`src/rtl/window_bit_counter.sv`:
```
// Multi-lane windowed event counter. Lanes count events selected by count_mode,
// and each closed window is snapshotted into a result register with a valid/ready handshake.
module window_bit_counter #(
  parameter int NCH      = 4,
  parameter int WIDTH    = 16,
  parameter bit SATURATE = 1'b1
) (
  input  logic                   clk,
  input  logic                   reset_n,
  input  logic                   enable,
  input  logic                   window_end,
  input  logic [NCH-1:0]         test_bits,
  input  logic [1:0]             count_mode,
  output logic [NCH*WIDTH-1:0]   live_count,
  output logic [NCH*WIDTH-1:0]   result,
  output logic [NCH-1:0]         result_ovf,
  output logic                   result_valid,
  input  logic                   result_ready,
  output logic                   result_dropped
);

  localparam logic [WIDTH-1:0] ALL_ONES = {WIDTH{1'b1}};

  logic [NCH*WIDTH-1:0] live_q, live_d;
  logic [NCH*WIDTH-1:0] result_q, result_d;
  logic [NCH-1:0]       result_ovf_q, result_ovf_d;
  logic [NCH-1:0]       ovf_q, ovf_d;
  logic [NCH-1:0]       prev_q, prev_d;
  logic                 result_valid_q, result_valid_d;
  logic                 result_dropped_q, result_dropped_d;

  logic [NCH-1:0]       ev;
  logic [NCH-1:0]       ovf_now;
  logic [NCH*WIDTH-1:0] nxt;
  logic [WIDTH-1:0]     lane;

  // Per-lane event selection and next count (wrap or clamp on all-ones).
  always_comb begin
    ev      = '0;
    ovf_now = '0;
    nxt     = '0;
    lane    = '0;
    for (int i = 0; i < NCH; i++) begin
      lane = live_q[i*WIDTH +: WIDTH];
      if (enable) begin
        case (count_mode)
          2'b00:   ev[i] = test_bits[i];
          2'b01:   ev[i] = ~test_bits[i];
          2'b10:   ev[i] = test_bits[i] & ~prev_q[i];
          default: ev[i] = test_bits[i] ^ prev_q[i];
        endcase
      end
      if (ev[i] && (lane == ALL_ONES)) begin
        ovf_now[i]            = 1'b1;
        nxt[i*WIDTH +: WIDTH] = SATURATE ? ALL_ONES : '0;
      end else begin
        nxt[i*WIDTH +: WIDTH] = lane + {{(WIDTH-1){1'b0}}, ev[i]};
      end
    end
  end

  // Handshake: a snapshot is held while result_valid=1 and transfers on any
  // cycle with result_valid=1 and result_ready=1. A window_end in that same
  // cycle reloads immediately (valid stays high, no drop); a window_end while
  // valid=1 and ready=0 overwrites and pulses result_dropped for one cycle.
  always_comb begin
    live_d           = nxt;
    ovf_d            = ovf_q | ovf_now;
    prev_d           = enable ? test_bits : prev_q;
    result_d         = result_q;
    result_ovf_d     = result_ovf_q;
    result_valid_d   = result_valid_q;
    result_dropped_d = 1'b0;
    if (window_end) begin
      result_d         = nxt;
      result_ovf_d     = ovf_q | ovf_now;
      live_d           = '0;
      ovf_d            = '0;
      result_valid_d   = 1'b1;
      result_dropped_d = result_valid_q & ~result_ready;
    end else if (result_valid_q && result_ready) begin
      result_valid_d = 1'b0;
    end
  end

  always_ff @(posedge clk) begin
    if (!reset_n) begin
      live_q           <= '0;
      result_q         <= '0;
      result_ovf_q     <= '0;
      ovf_q            <= '0;
      prev_q           <= '0;
      result_valid_q   <= 1'b0;
      result_dropped_q <= 1'b0;
    end else begin
      live_q           <= live_d;
      result_q         <= result_d;
      result_ovf_q     <= result_ovf_d;
      ovf_q            <= ovf_d;
      prev_q           <= prev_d;
      result_valid_q   <= result_valid_d;
      result_dropped_q <= result_dropped_d;
    end
  end

  assign live_count     = live_q;
  assign result         = result_q;
  assign result_ovf     = result_ovf_q;
  assign result_valid   = result_valid_q;
  assign result_dropped = result_dropped_q;

endmodule

```
`config.mk`:
```
export PLATFORM = sky130hd
export DESIGN_NAME = window_bit_counter
export DESIGN_NICKNAME = d
export VERILOG_FILES = /design/src/rtl/window_bit_counter.sv
export SDC_FILE = /design/constraint.sdc
export NUM_CORES = 1
export LEC_CHECK = 0
export CAP_MARGIN = 30
export CELL_PAD_IN_SITES_DETAIL_PLACEMENT = 0
export CELL_PAD_IN_SITES_GLOBAL_PLACEMENT = 2
export CORE_ASPECT_RATIO = 2
export CORE_MARGIN = 1
export CORE_UTILIZATION = 31
export CTS_BUF_LIST = sky130_fd_sc_hd__clkbuf_2
export DETAILED_ROUTE_END_ITERATION = 8
export GPL_TIMING_DRIVEN = 0
export HOLD_SLACK_MARGIN = 0.08
export PLACE_DENSITY_LB_ADDON = 0.15
export SLEW_MARGIN = 20
export SYNTH_ARGS = -nofsm -noshare
export SYNTH_HDL_FRONTEND = slang
export SYNTH_SLANG_ARGS = --single-unit
export TNS_END_PERCENT = 1
```
`constraint.sdc`:
```
create_clock -name clk -period 3.1 [get_ports clk]
set_clock_uncertainty 0.2 [all_clocks]
set_input_delay 0.62 -clock clk [delete_from_list [all_inputs] [get_ports clk]]
set_output_delay 0.62 -clock clk [all_outputs]
set_load 0.05 [all_outputs]
```
==> flow_summary.ini <==
[pwr]
ir_drop_uv = 186.9
p_leak_uw = 0.002591
power_uw = 3573
power_density_mw_per_mm2 = 445.8

[synth]
synthTopCellsByCount = 142 x dfxtp_1, 70 x o21ai_0, 64 x a21oi_1, 55 x a31oi_1
ys.flop_type = dfxtp_1
synth-edff-count = 0
syn_avg_cell_area_um2 = 9.462
synth_top_family_by_area = compound AO/OA/AOI/OAI gates
ys_types = 36
synth-warning-count = 0
synth_top_cell_by_area = dfxtp_1
synth_fp_nets = 660
synthAdderAreaFrac_pct = 3.342
ys_async_sr_fraction_pct = 0
synthSimpleGateAreaFrac_pct = 11.05
syn_inst = 633
synth_compound_area_share_pct = 23.25
muxShareOfSynthArea_pct = 2.152
synthTopCellsByArea = dfxtp_1 47%, o21ai_0 5.8%, xnor2_1 5.8%
synth_xor_area_share_pct = 7.311
synth_top_cell_area_share_pct = 47.46
ys_ff_latch = 142
synth_area_mm2 = 0.005989
yosysMostFrequentCell = dfxtp_1
ys_seq_area_share_pct = 47.46

[floorplanning]
dieArea_mm2 = 0.01991
ios = 145
start_util_pct = 31.80
coreArea_mm2 = 0.01883
placementRows = 71
die_w_um = 100.3
die_y_um = 198.6

[global_route]
grt_use_total_pct = 19.40
grt-ovfl-total = 0
grt_max_degree = 17
grt_pass1_vias = 5400
grt_first_pass_wirelength_um = 29630
antenna_found_initial = 1

[drt]
wl_um = 18550
vias_per_cell = 4.999
drt_iter0_markers = 112
drc = 0
first_pass_iters = 5
routedWlPerCell_um = 17.43
num_vias = 5319
antenna_left = 0

[flow_run]
maxCapViolCount = 0

[timing]
grt_setup_unrepaired = true
setup-violations-final = 0
final-hold-violation-count = 0
clock.fmax_mhz = 343.1
drv_slew = 0
maxSlewHeadroom_pct = 52.67
worst_pin_slew_ns = 0.7100
finalCritPeriodShare_pct = 94.02
min_period_ns = 2.915

[placement]
portBuffers = 142
place.gp.congestion = 0.8054
dpl.hpwl_um = 13780

[setup_path]
crit_required_ns = 2.28
critPathKind = reg2out
crit_chain = clkdlybuf4s50_1
critPathCaptureType = output pin
crit_path_max_fanout = 8
critPathSlowestCell = clkdlybuf4s50_1
max_stage_delay_ns = 0.86
worstSetupStartpointType = register
cp_num_buf_inv = 1
arrival_ns = 2.09
crit_family = buffers and inverters

[clock_network]
clk_path_buf_depth = 2
clkSlewWorstSetupHoldPaths_ns = 0.23
post_cts_buffers = 0
worstSkewPairLatency_ns = 0.73
tritoncts = yes
root_buffer = clkbuf_2
cts_max_level = 4
cts.sinks = 142
numCtsBuffers = 17

[layout]
drive_gt1_share_pct = 7.178
utilization_pct = 42.56
area.growth.synth_to_final_pct = 33.82
layout.nets = 823

[worst_hold_path]
hold_class = reg2reg

[status]
status = completed
[layout make-up]
cell class	count	area [um2]
Clock buffer	17	85.08
Sequential cell	142	2843
Timing Repair Buffer	144	1451
Tap cell	255	319.1
Antenna cell	1	2.502
Multi-Input combinational cell	417	2821
Inverter	26	97.59
Clock inverter	14	167.7
Buffer	48	227.7
Fill cell	1972	10820
[state kept, by name (all words and copies together) (netlist names)]
name and cells:
live_count 64, result 64, ovf_q 4, result_ovf 4
result_dropped 1, prev_q 4, result_valid 1
[metrics by stage]
step | worst slack, ns | hold WS [ns] | cells | setup TNS (ns) | instance area, um2
CTS | 0.04327 | 0.2710 | 1063 | 0 | 8008
global route | -0.02681 | 0.2842 | 1064 | -0.02886 | 8015
finish | 0.1854 | 0.2715 | 1064 | 0 | 8015
floorplan | 0.3612 | 0.2325 | 633 | 0 | 5989
global placement | -0.5208 | 0.2401 | 1030 | -25.29 | 7730
detailed placement | -0.5656 | 0.2476 | 1031 | -28.54 | 7745
[path summary, 6_finish.rpt]
path            startpoint             to  slack [ns]  cells past startpoint
max          live_count[1]  live_count[1]        0.19                      1
min reg2reg       ovf_q[3]       ovf_q[3]        0.27                      2
max reg2reg      prev_q[3]     result[63]        0.24                      9
min               ovf_q[3]       ovf_q[3]        0.27                      2
[cells by family after synthesis]
group	count (synthesis)
fa+ha+maj	16
flops	142
simple gates	124
xor+xnor	50
mux	12
buf+inv	74
compound gates	215
[cell usage in the layout (no fill, tap or decap), drive strengths merged, types with 3 or more instances in the layout]
cell type / Yosys / routed
xor2: 10 / 10
mux2: 4 / 4
nor2: 8 / 8
ha: 16 / 16
nand3: 24 / 24
clkinv: 0 / 7
xnor2: 40 / 40
nand2b: 4 / 4
nor2b: 5 / 5
buf: 8 / 9
nor4: 20 / 20
nand2: 22 / 22
inv: 26 / 29
bufinv: 0 / 3
o22ai: 3 / 3
a21oi: 68 / 68
o21ai: 70 / 70
and3: 3 / 3
mux2i: 8 / 8
nand4: 20 / 20
clkdlybuf4s50: 0 / 140
a31oi: 68 / 68
dfxtp: 142 / 142
nor3: 16 / 16
a21o: 3 / 3
clkbuf: 40 / 57
[per-layer routing]
| layer | global-route usage, % | wire length [um] | vias to the layer above |
|---|---|---|---|
| li1 | - | - | 2633 |
| met1 | 20.90 | 7207 | 2515 |
| met2 | 36.56 | 10190 | 150 |
| met3 | 4.533 | 790 | 21 |
| met4 | 6.065 | 361 | 0 |
| met5 | 0 | 0 | - |
[what timing repair did]
item / CTS / global route
setup endpoints to repair: 0 / 4
hold buffers: 1 / 0
resized for setup: 0 / 2
endpoints found under the hold margin: 4 / 0
[power breakdown]
part           total [uW]  internal [uW]  switching, uW
logic                 473            154            319
clock network        1190            449            739
registers            1910           1880           30.4
(Power assumes the default switching activity.)
